==> src/rtl/sparse_pe_pkg.sv <==
// Shared definitions for the sparse convolution PE datapath: sequencer state codes
// and field extraction for packed {index,value} RAM words.
`ifndef SPARSE_PE_PKG_SV
`define SPARSE_PE_PKG_SV

`define SPR_IDX(word, iw, vw) word[(iw)+(vw)-1:(vw)]
`define SPR_VAL(word, vw) word[(vw)-1:0]

package sparse_pe_pkg;

    typedef logic [2:0] state_t;

    localparam state_t S_IDLE     = 3'd0;
    localparam state_t S_HDR_RD   = 3'd1;
    localparam state_t S_HDR_WAIT = 3'd2;
    localparam state_t S_STREAM   = 3'd3;
    localparam state_t S_FLUSH    = 3'd4;
    localparam state_t S_DONE     = 3'd5;

endpackage

`endif

==> src/rtl/out_addr_gen.sv <==
// Output-RAM write address: advances by the PE pop count while streaming,
// or by the full lane count K when a row is flushed. Wraps modulo 2^OUT_AW.
module out_addr_gen
    import sparse_pe_pkg::*;
#(
    parameter int K      = 5,
    parameter int OUT_AW = 5,
    parameter int POP_W  = 3
) (
    input  logic              clk,
    input  logic              rst,
    input  logic              pop_en,
    input  logic              flush_en,
    input  logic [POP_W-1:0]  pop,
    output logic [OUT_AW-1:0] out_addr
);

    localparam logic [OUT_AW-1:0] K_STEP = OUT_AW'(K);

    logic [OUT_AW-1:0] addr_q;
    logic [OUT_AW-1:0] addr_d;

    always_comb begin
        addr_d = addr_q;
        if (flush_en) begin
            addr_d = addr_q + K_STEP;
        end else if (pop_en) begin
            addr_d = addr_q + OUT_AW'(pop);
        end
    end

    always_ff @(posedge clk) begin
        if (rst) begin
            addr_q <= '0;
        end else begin
            addr_q <= addr_d;
        end
    end

    assign out_addr = addr_q;

endmodule

==> src/rtl/sparse_row_sequencer.sv <==
// Row sequencer: fetches compressed rows (header + nonzeros) from the input RAM,
// streams them to the PE one slot per cycle, and closes each row with a flush slot.
module sparse_row_sequencer
    import sparse_pe_pkg::*;
#(
    parameter int K       = 5,
    parameter int IDX_W   = 8,
    parameter int VAL_W   = 8,
    parameter int ROW_LEN = 28,
    parameter int IN_AW   = 5,
    parameter int OUT_AW  = 5,
    parameter int POP_W   = 3
) (
    input  logic                   clk,
    input  logic                   rst,
    input  logic                   start,
    input  logic [7:0]             num_rows,
    input  logic                   stall,
    output logic                   in_rd_en,
    output logic [IN_AW-1:0]       in_addr,
    input  logic [IDX_W+VAL_W-1:0] in_data,
    output logic                   pe_valid,
    output logic [IDX_W-1:0]       pe_index,
    output logic [VAL_W-1:0]       pe_value,
    output logic [IDX_W-1:0]       pe_cnt,
    input  logic [POP_W-1:0]       pe_pop,
    output logic [OUT_AW-1:0]      out_addr,
    output logic [POP_W-1:0]       out_pop,
    output logic                   row_fini,
    output logic                   row_err,
    output logic                   busy,
    output logic                   done,
    output logic [2:0]             dbg_state
);

    localparam logic [IDX_W-1:0] ROW_LEN_L = IDX_W'(ROW_LEN);
    localparam logic [IDX_W-1:0] ONE       = IDX_W'(1);

    state_t           state_q, state_d;
    logic [IN_AW-1:0] in_addr_q, in_addr_d;
    logic [IDX_W-1:0] nnz_q, nnz_d;
    logic [IDX_W-1:0] slot_q, slot_d;
    logic [7:0]       rows_q, rows_d;
    logic [7:0]       num_rows_q, num_rows_d;
    logic             row_err_q, row_err_d;

    logic [IDX_W-1:0] hdr_cnt;
    logic [IDX_W-1:0] hdr_nnz;
    logic             rd_fire;
    logic             in_stream;
    logic             in_flush;
    logic             pop_en;
    logic             flush_en;

    always_comb begin
        hdr_cnt = `SPR_IDX(in_data, IDX_W, VAL_W);
        hdr_nnz = (hdr_cnt > ROW_LEN_L) ? ROW_LEN_L : hdr_cnt;
    end

    // Reads are issued in the same cycle the previous word is presented, so a
    // stalled slot keeps its data because the RAM holds its last output.
    always_comb begin
        state_d    = state_q;
        in_addr_d  = in_addr_q;
        nnz_d      = nnz_q;
        slot_d     = slot_q;
        rows_d     = rows_q;
        num_rows_d = num_rows_q;
        row_err_d  = row_err_q;
        rd_fire    = 1'b0;
        if (!stall) begin
            case (state_q)
                S_IDLE: begin
                    if (start) begin
                        num_rows_d = num_rows;
                        rows_d     = '0;
                        row_err_d  = 1'b0;
                        state_d    = (num_rows == 8'd0) ? S_DONE : S_HDR_RD;
                    end
                end
                S_HDR_RD: begin
                    rd_fire = 1'b1;
                    state_d = S_HDR_WAIT;
                end
                S_HDR_WAIT: begin
                    nnz_d  = hdr_nnz;
                    slot_d = ONE;
                    if (hdr_cnt > ROW_LEN_L) begin
                        row_err_d = 1'b1;
                    end
                    if (hdr_nnz == '0) begin
                        state_d = S_FLUSH;
                    end else begin
                        rd_fire = 1'b1;
                        state_d = S_STREAM;
                    end
                end
                S_STREAM: begin
                    slot_d = slot_q + ONE;
                    if (slot_q == nnz_q) begin
                        state_d = S_FLUSH;
                    end else begin
                        rd_fire = 1'b1;
                    end
                end
                S_FLUSH: begin
                    rows_d  = rows_q + 8'd1;
                    state_d = (rows_d == num_rows_q) ? S_DONE : S_HDR_RD;
                end
                S_DONE: begin
                    state_d = S_IDLE;
                end
                default: begin
                    state_d = S_IDLE;
                end
            endcase
        end
        if (rd_fire) begin
            in_addr_d = in_addr_q + IN_AW'(1);
        end
    end

    always_ff @(posedge clk) begin
        if (rst) begin
            state_q    <= S_IDLE;
            in_addr_q  <= '0;
            nnz_q      <= '0;
            slot_q     <= '0;
            rows_q     <= '0;
            num_rows_q <= '0;
            row_err_q  <= 1'b0;
        end else begin
            state_q    <= state_d;
            in_addr_q  <= in_addr_d;
            nnz_q      <= nnz_d;
            slot_q     <= slot_d;
            rows_q     <= rows_d;
            num_rows_q <= num_rows_d;
            row_err_q  <= row_err_d;
        end
    end

    assign in_stream = (state_q == S_STREAM);
    assign in_flush  = (state_q == S_FLUSH);

    // The first slot of a row carries no PE results yet, so it never writes.
    assign pop_en   = !stall && in_stream && (slot_q != ONE);
    assign flush_en = !stall && in_flush;

    always_comb begin
        in_rd_en  = rd_fire;
        in_addr   = in_addr_q;
        pe_valid  = !stall && (in_stream || in_flush);
        pe_index  = in_stream ? `SPR_IDX(in_data, IDX_W, VAL_W) : '0;
        pe_value  = in_stream ? `SPR_VAL(in_data, VAL_W) : '0;
        pe_cnt    = (in_stream || in_flush) ? slot_q : '0;
        out_pop   = (pop_en || flush_en) ? pe_pop : '0;
        row_fini  = flush_en;
        row_err   = row_err_q;
        busy      = (state_q != S_IDLE);
        done      = !stall && (state_q == S_DONE);
        dbg_state = state_q;
    end

    out_addr_gen #(
        .K      (K),
        .OUT_AW (OUT_AW),
        .POP_W  (POP_W)
    ) u_out_addr_gen (
        .clk      (clk),
        .rst      (rst),
        .pop_en   (pop_en),
        .flush_en (flush_en),
        .pop      (pe_pop),
        .out_addr (out_addr)
    );

endmodule

==> config.mk <==
export PLATFORM = sky130hd
export DESIGN_NAME = sparse_row_sequencer
export DESIGN_NICKNAME = d
export VERILOG_FILES = /design/src/rtl/sparse_pe_pkg.sv /design/src/rtl/out_addr_gen.sv /design/src/rtl/sparse_row_sequencer.sv
export SDC_FILE = /design/constraint.sdc
export NUM_CORES = 1
export LEC_CHECK = 0
export BUFFER_PORTS_ARGS = -buffer_cell sky130_fd_sc_hd__buf_2
export CORE_ASPECT_RATIO = 0.6
export CORE_MARGIN = 4
export CORE_UTILIZATION = 47
export DETAILED_ROUTE_END_ITERATION = 7
export MAX_ROUTING_LAYER = met4
export PLACE_DENSITY = 0.76
export SYNTH_ARGS = -nofsm -noshare
export SYNTH_HDL_FRONTEND = slang
export SYNTH_SLANG_ARGS = --single-unit
==> constraint.sdc <==
create_clock -name clk -period 2.3 [get_ports clk]
set_clock_uncertainty 0.15 [all_clocks]
set_input_delay 0.115 -clock clk [delete_from_list [all_inputs] [get_ports clk]]
set_output_delay 0.115 -clock clk [all_outputs]
set_load 0.02 [all_outputs]
**Yosys cells after proc, flatten, opt, wreduce, memory -nomap -nowiden**

Index checks and enable logic that the tools add are counted.

- Register bits after elaboration: 46
- Latch bits: 0
- RAM bits: 0
- ROM bits: 0
- Input bits: 31
- Output and inout bits: 46
- Word-level logic and storage cells: 71
- Memories: 0

- Add/subtract/negate cells: 5
- Multipliers: 0
- Div/mod/pow operators: 0
- Order comparisons: 1
- Eq/ne operators: 11
- Shifts and indexed selects: 0
- Multiplexer cells: 23
- Bitwise gates (word level): 1
- Reductions and logical operators: 22

Operator list:

| cell | number |
|---|---|
| two-way mux 8 bit | 5 |
| case mux 8 bit (2 select lines) | 2 |
| two-way mux 3 bit | 6 |
| adder 8 x 1 -> 8 bit (second input constant) | 2 |
| equality test 8 bit | 2 |
| zero test 8 bit | 2 |
| case mux 3 bit (5 select lines) | 1 |
| two-way mux 5 bit | 2 |
| AND reduction 3 bit | 3 |
| greater-than comparator 8 x 5 -> 1 bit (second input constant) | 1 |
| != test 8 x 1 -> 1 bit (second input constant) | 1 |
| nonzero test 2 bit | 4 |
| equality test 3 x 2 -> 1 bit (second input constant) | 2 |
| equality test 3 bit (second input constant) | 2 |
| adder 5 x 1 -> 5 bit (second input constant) | 1 |
| adder 5 x 3 -> 5 bit | 1 |
| adder 5 x 3 -> 5 bit (second input constant) | 1 |
| logical AND 1 bit | 5 |
| two-way mux 1 bit | 5 |
| != test 2 bit (second input constant) | 2 |
| AND reduction 2 bit | 2 |
| AND reduction 4 bit | 1 |
| equality test 3 x 1 -> 1 bit (second input constant) | 1 |
| zero test 3 bit | 1 |
| other kinds (7) | 8 |

**Logic depth before layout (Yosys ltp)**

Gate-level depths: netlist of the first run.

- Word-level depth: 6
- Mapped depth: 11
- Depth with buffers taken out: 9

**Hierarchy**

Synthesis of the first run repeated with hierarchy kept, for this count alone.

- Cells, all modules: 333
- Area total of the unflattened synthesis: 2677.6 µm²

By module, submodules not included:

| module | instances | cells an instance | area each (µm²) | sequential area each (µm²) |
|---|---|---|---|---|
| sparse_row_sequencer | 1 | 297 | 2358.5 | 820.8 |
| out_addr_gen | 1 | 36 | 319.1 | 100.1 |

**Least setup slack after synthesis of the first run**

OpenSTA, ideal clock, no wires.

- Path kind: register to register
- Start point: register state_q[1], in the netlist dbg_state[1]
- End point: register u_out_addr_gen.addr_q[4], in the netlist u_out_addr_gen.out_addr[4]
- Library setup time: 0.128 ns
- Arrival time: 2.172 ns
- Data required time: 2.022 ns
- Setup slack: -0.150 ns
- Cell stages (with the launch flop): 11
- Path buffers: 1
- Period minus slack after synthesis: 2.450 ns
- Path through: dfxtp_1 > nor2_1 > nand3_1 > clkbuf_1 > nand2b_1 > ha_1 > fa_1 > a21oi_1 > a2111oi_2 > xnor2_1 > nor2_1

- Word-level cells in the longest chain between the ends: 4
- Elaborated cells on any way between the ends: 7
- Classes of those cells: eq/ne: 2; mux: 1; reduce/logical: 4

Ends and longest elaborated chain:

| element | RTL line | source |
|---|---|---|
| start, declared | sparse_row_sequencer.sv:39 | `state_t state_q, state_d;` |
| start signal, assigned | sparse_row_sequencer.sv:133 | `state_q <= state_d;` |
| equality test 3 x 2 -> 1 bit | sparse_row_sequencer.sv:143 | `assign in_stream = (state_q == S_STREAM);` |
| logical AND 1 bit (2 in a row) | sparse_row_sequencer.sv:147 | `assign pop_en = !stall && in_stream && (slot_q != ONE);` |
| nonzero test 2 bit (no line) | n/a |  |
| end signal, assigned | out_addr_gen.sv:36 | `addr_q <= addr_d;` |
| end, declared | out_addr_gen.sv:20 | `logic [OUT_AW-1:0] addr_q;` |

Parallel ways exist; a longest one is shown, timed or not.
A chain may end at the register's enable or synchronous reset.

**Worst setup path in the final report of the first run**

- Start point: register slot_q[1]
- End point: output port out_pop[1]

- Word-level cells in the longest chain between the ends: 4

Ends and longest elaborated chain:

| element | RTL line | source |
|---|---|---|
| start, declared | sparse_row_sequencer.sv:42 | `logic [IDX_W-1:0] slot_q, slot_d;` |
| start signal, assigned | sparse_row_sequencer.sv:136 | `slot_q <= slot_d;` |
| != test 8 x 1 -> 1 bit | sparse_row_sequencer.sv:147 |  |
| logical AND 1 bit | sparse_row_sequencer.sv:147 |  |
| logical OR 1 bit | sparse_row_sequencer.sv:157 | `out_pop = (pop_en \|\| flush_en) ? pe_pop : '0;` |
| two-way mux 3 bit | sparse_row_sequencer.sv:157 |  |
| end, declared | sparse_row_sequencer.sv:28 | `output logic [POP_W-1:0] out_pop,` |

No other way between the ends.

==> results of run 1 <==
## what timing repair did
item | CTS | global route
setup buffers | 3 | 1
pin swaps | 5 | 1
cloned | 0 | 0
endpoints found under the hold margin | 12 | 0
endpoints found under the setup margin | 3 | 4
hold buffers | 12 | 0
resized for setup | 16 | 2
## cell type report
cell class              count  area, um2
clock inverters             2       10.0
fillers                   503       2050
clock buffers               5       68.8
flip-flops and latches     46        928
multi-input cells         255       1710
inverters                   8       32.5
well taps                  80        100
repair buffers            108        669
## through the flow
step	util	cells	setup slack (ns)	hold slack, ns	area (um2)
after floorplan	-	326	0.00304	0.109	2700
after global placement	0.580	481	0.230	0.212	3230
after detailed placement	0.580	481	0.198	0.222	3230
after CTS	0.629	503	-0.0121	0.0563	3500
after global routing	0.632	504	-0.0198	0.0606	3520
final	0.632	504	0.0349	0.0543	3520
## sequential cells by signal, indices dropped and copies added, names as in the netlist
name	count
slot_q	8
u_out_addr_gen.out_addr	5
num_rows_q	8
nnz_q	8
in_addr	5
row_err	1
rows_q	8
dbg_state	3
## worst reg2reg max path: stages (launching register included)
cell and delay, ns:
dfxtp_2 0.40, nor2_1 0.08, nand3_1 0.13, buf_4 0.19
nand2b_1 0.07, ha_1 0.32, a21oi_1 0.09, a2111oi_2 0.37
xnor2_1 0.16, nor2_1 0.05
## path summary, 6_finish.rpt
path	startpoint	to
setup reg to reg	dbg_state[1]	u_out_addr_gen.out_addr[4]
hold / removal	rst	num_rows_q[5]
setup / recovery	slot_q[1]	out_pop[1]
hold reg to reg	nnz_q[0]	nnz_q[0]
## power breakdown
| group | switching [uW] | total (uW) | internal, uW | leakage (uW) |
|---|---|---|---|---|
| clock | 269 | 474 | 205 | 0.0000438 |
| combinational | 138 | 254 | 115 | 0.00116 |
| sequential | 18.3 | 831 | 813 | 0.000374 |
| total | 426 | 1560 | 1130 | 0.00158 |
## cells by family (layout without fill, tap and decap cells)
kind of cell / count (synthesis) / count (layout) / share of synthesized area
flip-flops: 46 / 46 / 0.341
buffers and inverters: 25 / 123 / 0.0376
adder cells (fa/ha/maj): 8 / 8 / 0.0399
XOR/XNOR: 25 / 25 / 0.0811
AND/OR/NAND/NOR: 151 / 151 / 0.297
multiplexers: 16 / 16 / 0.0617
AO/OA/AOI/OAI: 55 / 55 / 0.141
## metal layers
metal,share of wire,track usage,vias to the layer above
met2,0.39,0.298,107
met4,0.0068,0.0388,0
li1,-,-,1334
met5,0,-,-
met1,0.51,0.321,1199
met3,0.087,0.0397,7
## cells in the final DEF, fill, tap and decap left out, drive strengths merged, types with 2 or more instances in the layout
| cell | synthesis | final |
|---|---|---|
| a211oi | 3 | 3 |
| a21boi | 2 | 2 |
| a21o | 4 | 4 |
| a21oi | 23 | 23 |
| a311oi | 3 | 3 |
| and2 | 25 | 25 |
| and3 | 4 | 4 |
| buf | 4 | 96 |
| clkbuf | 13 | 5 |
| clkinv | 0 | 2 |
| dfxtp | 46 | 46 |
| dlygate4sd3 | 0 | 12 |
| ha | 7 | 7 |
| inv | 8 | 8 |
| mux2 | 5 | 5 |
| mux2i | 11 | 11 |
| nand2 | 13 | 13 |
| nand2b | 6 | 6 |
| nand3 | 9 | 9 |
| nand3b | 3 | 3 |
| nand4 | 10 | 10 |
| nor2 | 44 | 44 |
| nor2b | 13 | 13 |
| nor3 | 6 | 6 |
| nor3b | 2 | 2 |
| nor4 | 5 | 5 |
| o21a | 2 | 2 |
| o21ai | 8 | 8 |
| or3 | 7 | 7 |
| xnor2 | 17 | 17 |
| xor2 | 8 | 8 |
==> results.md, run 1 <==
- Worst path bufs/invs: 2
- Pin count of the biggest net entering global routing: 26
- RSZ-0062 raised after global routing: true
- Crit Path Category: reg -> out
- PortBufs: 76
- Die X: 106 um
- Initial Utilization: 0.485
- Die Y: 66.7 um
- Worst-path clk slew: 0.09 ns
- NumNets Final: 463
- Final TNS setup: 0 ns
- FMAX: 0.441 GHz
- Cell Rows: 21
- CP max FO: 4
- Final Slew Violations: 0
- Slew at the pin closest to its max-slew limit: 0.577 ns
- Cell variety after synth: 50
- VDD IR max: 250 uV
- Core Box Area: 5570 um2
- EDFF count, synth: 0
- Syn Area/Cell: 8.28 um2
- CP Launch Type: flop
- Class of the worst hold path: in -> reg
- Yosys top cell area share: 0.341
- Grt ovf: 0
- Vias in the first global route: 2,436
- Max-Cap Viols: 0
- Detail Route Antenna Nets: 0
- Via count: 2,647
- CP top delay family: simple AND/OR/NAND/NOR gates
- Hpwl dp: 5510 um
- Layout cells sized above 1: 0.292
- TritonCTS buffer count: 5
- H-tree depth: 2
- Syn_nets: 365
- Vias per cell: 5.25
- Pleak: 0.00158 uW
- Synth-to-layout area growth: 30.4%
- Pre-antenna DRT Iters: 4
- CTS Buffer Depth: 2
- Pwr Density: 443 nW/um2
- DRC viols: 0
- Routed wire length: 7200 um
- Sequential share of the synthesized area: 0.341
- Prevailing post-synth register cell: dfxtp_1
- First-pass GRT wire length: 11,800 um
- CP required: 2.04 ns
- Setup violations, final: 0
- IO Count: 77
- Wire length per cell: 14.3 um
- Cell Area, Synth: 2700 um2
- CP Cell Sequence: inv_4 > ha_4 > or4b_4 > o41ai_4 > a21oi_4 > and2_4 > buf_6
- Hold Fails Final Rpt: 0
- Synth area leaders: dfxtp_1 34%, nor2_1 6.1%, and2_1 5.6%, xnor2_1 5.5%, a21oi_1 4.1%
- Overall global routing resource usage: 0.214
- CTS root buffer: clkbuf_8
- WHS Path Cells: 2
- Rel. slew slack: 0.614
- Final Critical Period: 2.27 ns
- Syn Inst Count: 326
- Asr flop ratio synth: 0
- Yosys warnings: 0
- Reg2Reg Setup Slack: 0.19 ns
- Setup crit end kind: output pin
- Worst Reg-to-Reg Cells: 9
- GPL Wtd Cong: 0.892
- Crit-path max cell delay: 0.46 ns
- Final Cycle Share: 0.985
- Ant diodes: 0
- Yosys reg bits: 46
- Top cell type by total area after synthesis: dfxtp_1
- Initial antenna violation count: 0
- Critical path depth: 7
- Post-synth top cells: 46 x dfxtp_1, 44 x nor2_1, 24 x and2_1
- Total power: 1560 uW
- Critical path data arrival time: 2.00 ns
- CTS tree: yes
- Most common cell in the netlist: dfxtp_1
- Die area: 7060 um2
- Status: complete, no violations
- Worst-skew pair later-pin latency: 0.30 ns
- Iter 0 DRT Violations: 307
- CTS sink cnt: 46
- CP max stage cell: or4b_4
No activity file was read; power rests on OpenSTA's default activity.
==> run 2, diff against run 1 <==
BUFFER_PORTS_ARGS = not set   (was -buffer_cell sky130_fd_sc_hd__buf_2)
CORE_UTILIZATION = 55   (was 47)
DONT_BUFFER_PORTS = 1   (was not set)
PLACE_DENSITY = 0.73   (was 0.76)
==> run 2 against run 1 <==
Compared with the run above: via count fell by 4.6%; first-iteration DRC count fell by 12%; highest routed layer unchanged; global-route usage rose by 3.3 points; setup slack improved by 0.035 ns; die area fell by 13%; largest cell class unchanged; register-to-register slack got worse by 0.06 ns; clock-buffer cell count rose by 1; non-clock buffer count fell by 58.
==> results.md, run 2 (same netlist as run 1, synthesis figures left out) <==
- Final TNS setup: 0 ns
- Overall global routing resource usage: 0.247
- Vias per cell: 5.87
- Layout cells sized above 1: 0.144
- Worst setup margin: 0.0700 ns
- PortBufs: 0
- Pin count of the biggest net entering global routing: 46
- Wire length per cell: 17.4 um
- Cell Rows: 19
- Final Slew Violations: 0
- Detail Route Antenna Nets: 0
- CP max FO: 7
- Pleak: 0.00131 uW
- Ant diodes: 0
- H-tree depth: 2
- CP max stage cell: or4b_4
- Setup crit end kind: output pin
- Critical path data arrival time: 1.97 ns
- Worst-skew pair later-pin latency: 0.30 ns
- Post-route insts no fill: 430
- Most frequent cells in the layout: 44 x nor2_1, 43 x dfxtp_1, 27 x buf_4
- Synth-to-layout area growth: 21.7%
- Routed wire length: 7470 um
- First-pass GRT wire length: 12,000 um
- DRC viols: 0
- Die X: 98.4 um
- CP Cell Sequence: inv_1 > ha_1 > or4b_4 > o41ai_4 > a21oi_4 > and2_4
- NumNets Final: 405
- Pwr Density: 510 nW/um2
- Max-Cap Viols: 0
- Final Cycle Share: 0.970
- Layout filler cell count: 384
- Initial antenna violation count: 0
- CTS sink cnt: 46
- CTS root buffer: clkbuf_8
- Iter 0 DRT Violations: 271
- Grt ovf: 0
- Pre-antenna DRT Iters: 4
- Crit-path max cell delay: 0.46 ns
- Reg2Reg Setup Slack: 0.13 ns
- IO Count: 77
- FMAX: 0.448 GHz
- Commonest non-fill, non-tap cell in the layout: nor2_1
- Setup violations, final: 0
- Die Y: 62.3 um
- Initial Utilization: 0.579
- Slew at the pin closest to its max-slew limit: 0.756 ns
- CTS tree: yes
- Via count: 2,524
- Rel. slew slack: 0.494
- Hold Fails Final Rpt: 0
- Placed Instances: 396
- Worst-path clk slew: 0.09 ns
- Final Critical Period: 2.23 ns
- CP required: 2.04 ns
- CTS Buffer Depth: 2
- Hpwl dp: 5080 um
- Fin util: 0.705
- Status: complete, no violations
- CP Launch Type: flop
- VDD IR max: 406 uV
- TritonCTS buffer count: 5
- Crit Path Category: reg -> out
- Vias in the first global route: 2,368
- GPL Wtd Cong: 0.965
- Worst slack at placement: 0.255 ns
- Class of the worst hold path: in -> reg
- Die area: 6130 um2
- Core Box Area: 4660 um2
-- run 2: cell types whose count changed in the layout (fill, tap and decap cells not counted), moves of 2 or more --
| cell | delta |
|---|---|
| buf_4 | +7 |
| buf_6 | -3 |
| buf_2 | -73 |
| clkinv_2 | -2 |
| dlygate4sd3_1 | +10 |
-- run 2: power breakdown --
group	total (uW)	internal, uW	switching [uW]
sequential	834	812	21.9
combinational	226	101	125
clock	615	325	290
-- run 2: critical path: cells and delay by family, from the launching register on --
family                   cells  cell delay [ns]
AND/OR/NAND/NOR              2             0.65
AO/OA/AOI/OAI                2             0.46
adder cells (fa/ha/maj)      1             0.14
buffers and inverters        1             0.06
flip-flops                   1             0.35
-- run 2: worst paths after layout --
check,start,endpoint,depth (start not counted)
hold / removal,rst,dbg_state[2],3
setup / recovery,slot_q[1],out_pop[0],6
setup reg to reg,dbg_state[0],u_out_addr_gen.out_addr[4],8
hold reg to reg,nnz_q[0],nnz_q[0],2
-- run 2: cell type report --
type                    count  area (um2)  area share
inverters                   8        30.0     0.00914
clock inverters             2        37.5      0.0114
well taps                  63        78.8      0.0240
clock buffers               6        72.6      0.0221
repair buffers             50         443       0.135
flip-flops and latches     46         927       0.282
multi-input cells         255        1700       0.516
-- run 2: through the flow --
stage,power [uW],instance area (um2),hold slack (ns)
after global placement,1020,2890,0.0390
final,1670,3290,0.0256
after floorplan,989,2700,0.109
after CTS,1670,3260,0.00784
after detailed placement,1020,2890,0.0365
after global routing,1740,3290,0.0331
-- run 2: what timing repair did --
item	4_1_cts	5_1_grt
endpoints found under the setup margin	3	4
setup buffers	2	1
gates resized for setup	9	1
pin swaps	5	1
hold endpoints to repair	46	1
hold buffers	22	1
-- run 2: layer usage --
metal	vias up	share of wire	track usage	wire (um)
li1	1211	-	-	-
met3	13	0.10	0.0559	752
met2	124	0.42	0.351	3130
met4	0	0.013	0.0613	99
met1	1176	0.47	0.354	3480
met5	-	0	-	0
==> run 3, diff against run 2 <==
SYNTH_HIERARCHICAL = 1   (was not set)
==> run 3 against run 2 <==
Compared with the run above: global-route usage down 0.39 points; core utilization increased by 0.36 points; setup slack better by 0.0069 ns; area after synthesis down 0.79%; cell count is 0.93% higher; fmax is 0.31% higher; synthesized cell count is 2.1% higher; critical path depth increased by 4; via count is 1.5% lower; register-to-register slack worse by 0.05 ns.
==> results.md, run 3 <==
- Vias per cell: 5.73
- Status: complete, no violations
- Cell variety after synth: 50
- Final Critical Period: 2.22 ns
- Cell Rows: 19
- Routed wire length: 6920 um
- Rel. slew slack: 0.634
- Via count: 2,487
- Reg2reg end: u_out_addr_gen/out_addr[4]
- Switching Share: 0.280
- Pwr Density: 543 nW/um2
- RSZ-0062 raised after global routing: true
- Layout cells sized above 1: 0.167
- Asr flop ratio synth: 0
- Die area: 6090 um2
- Hold Fails Final Rpt: 0
- Most common cell in the netlist: nor2_1
- CTS sink cnt: 46
- Fin util: 0.709
- CTS root buffer: clkbuf_8
- Overall global routing resource usage: 0.243
- Slew at the pin closest to its max-slew limit: 0.548 ns
- Most frequent cells in the layout: 46 x nor2_1, 40 x dfxtp_1, 27 x buf_4
- Setup crit end kind: flop
- Ant diodes: 0
- Final TNS setup: 0 ns
- Post-route insts no fill: 434
- Syn Area/Cell: 8.04 um2
- Post-synth top cells: 47 x nor2_1, 46 x dfxtp_1, 24 x a21oi_1
- DRC viols: 0
- IO Count: 77
- Core Box Area: 4640 um2
- PortBufs: 0
- Iter 0 DRT Violations: 149
- WHS Path Cells: 3
- Top cell type by total area after synthesis: dfxtp_1
- Syn_nets: 372
- Commonest non-fill, non-tap cell in the layout: nor2_1
- Worst-skew pair later-pin latency: 0.30 ns
- Reg2Reg Setup Slack: 0.08 ns
- Worst Reg-to-Reg Cells: 10
- Die Y: 62.0 um
- CTS Buffer Depth: 2
- Pre-antenna DRT Iters: 4
- Crit Path Category: reg -> reg
- H-tree depth: 2
- FMAX: 0.450 GHz
- Critical path data arrival time: 2.26 ns
- Vias in the first global route: 2,340
- Pin count of the biggest net entering global routing: 43
- Synth-to-layout area growth: 22.7%
- TritonCTS buffer count: 5
- Max-Cap Viols: 0
- Yosys top cell area share: 0.344
- Detail Route Antenna Nets: 0
- Pleak: 0.00133 uW
- Psw: 500 uW
- Final Slew Violations: 0
- Worst r2r src: dbg_state[1]
- GPL Wtd Cong: 0.865
- Final Cycle Share: 0.967
- CP max FO: 6
- Clk pwr share: 0.337
- Worst-path clk slew: 0.09 ns
- Initial Utilization: 0.578
- Grt ovf: 0
- Setup violations, final: 0
- Sequential share of the synthesized area: 0.344
- Syn Inst Count: 333
- Yosys reg bits: 46
- Power share of the sequential group: 0.475
- Min-delay src: in_data[15]
- Placed Instances: 405
- CP Launch Type: flop
- Yosys warnings: 6
- First-pass GRT wire length: 11,500 um
- Hpwl dp: 4800 um
- CTS tree: yes
- Prevailing post-synth register cell: dfxtp_1
- Internal Power: 1280 uW
- Wire length per cell: 15.9 um
- Initial antenna violation count: 0
- NumNets Final: 409
- Cell Area, Synth: 2680 um2
- End of the worst hold path: nnz_q[2]
- Gate power share: 0.188
- CP required: 2.34 ns
- Die X: 98.1 um
- Class of the worst hold path: in -> reg
- VDD IR max: 307 uV
- Synth area leaders: dfxtp_1 34%, nor2_1 6.6%, and2_1 4.9%, xnor2_1 4.9%, a21oi_1 4.5%
- EDFF count, synth: 0
[run 3: changes by cell type after synthesis, sizes merged, moves of 4 or more]
cell    delta
o21ai     +14
nand2b     -5
a21o       -4
and2       -4
buf        -4
nand2      -4
nor3       +4
or4        +4
[run 3: power by group through the flow]
| stage | sequential, uW | combinational (uW) | clock, uW |
|---|---|---|---|
| finish | 847 | 336 | 601 |
| global route | 850 | 372 | 648 |
| CTS | 847 | 316 | 610 |
| detailed placement | 866 | 273 | 0 |
| global placement | 865 | 267 | 0 |
| floorplan | 871 | 212 | 0 |
[run 3: how the worst max path moves through the flow]
| stage | endpoint | from | slack, ns | cells past startpoint |
|---|---|---|---|---|
| final | u_out_addr_gen/out_addr[4] | dbg_state[1] | 0.08 | 10 |
| after global routing | dbg_state[0] | dbg_state[1] | -0.04 | 7 |
| after CTS | in_rd_en | slot_q[5] | 0.04 | 4 |
| after detailed placement | u_out_addr_gen/out_addr[4] | dbg_state[1] | 0.11 | 10 |
| after global placement | u_out_addr_gen/out_addr[4] | dbg_state[1] | 0.18 | 10 |
| after floorplan | u_out_addr_gen/out_addr[4] | dbg_state[1] | -0.13 | 11 |
[run 3: cell families after synthesis]
| group | count (synthesis) | synth area share |
|---|---|---|
| AO/OA/AOI/OAI | 70 | 0.160 |
| XOR/XNOR | 24 | 0.0785 |
| adder cells (fa/ha/maj) | 8 | 0.0402 |
| buffers and inverters | 26 | 0.0364 |
| flip-flops | 46 | 0.344 |
| multiplexers | 11 | 0.0439 |
| AND/OR/NAND/NOR | 148 | 0.297 |
[run 3: metrics by stage]
stage | hold WS, ns | power (uW) | area, um2 | setup slack [ns]
after global routing | 0.0293 | 1870 | 3290 | -0.0392
after floorplan | 0.0341 | 1080 | 2720 | -0.133
after detailed placement | 0.0395 | 1140 | 2900 | 0.106
after CTS | 0.00229 | 1770 | 3210 | 0.0366
after global placement | 0.0401 | 1130 | 2900 | 0.181
final | 0.0316 | 1780 | 3290 | 0.0768
[run 3: critical path, cell delays in order, from the launching register on]
cell	delay [ns]
dfxtp_2	0.34
nor2_4	0.10
nand3b_1	0.16
inv_4	0.12
or2_4	0.11
ha_1	0.17
inv_1	0.07
fa_2	0.36
nor2b_2	0.14
o211ai_2	0.09
mux2_4	0.31
[run 3: repair_timing]
item | CTS | global route
setup buffers | 0 | 3
hold buffers | 18 | 0
hold endpoints to repair | 41 | 0
pin swaps | 0 | 4
resized for setup | 2 | 15
setup endpoints to repair | 11 | 15
[run 3: final cells by class]
type                       count  area (um2)
multi-input combinational    261        1730
fill                         398        1350
sequential                    46         931
timing repair buffer          46         404
tap                           63        78.8
clock buffer                   7        76.3
inverter                      10        40.0
clock inverter                 1        30.0
[run 3: metal layers]
layer,up-vias,global-route usage,share of wire
met1,1146,0.326,0.49
met4,0,0.0671,0.011
met5,-,-,0
li1,1238,-,-
met3,8,0.0669,0.076
met2,95,0.363,0.42
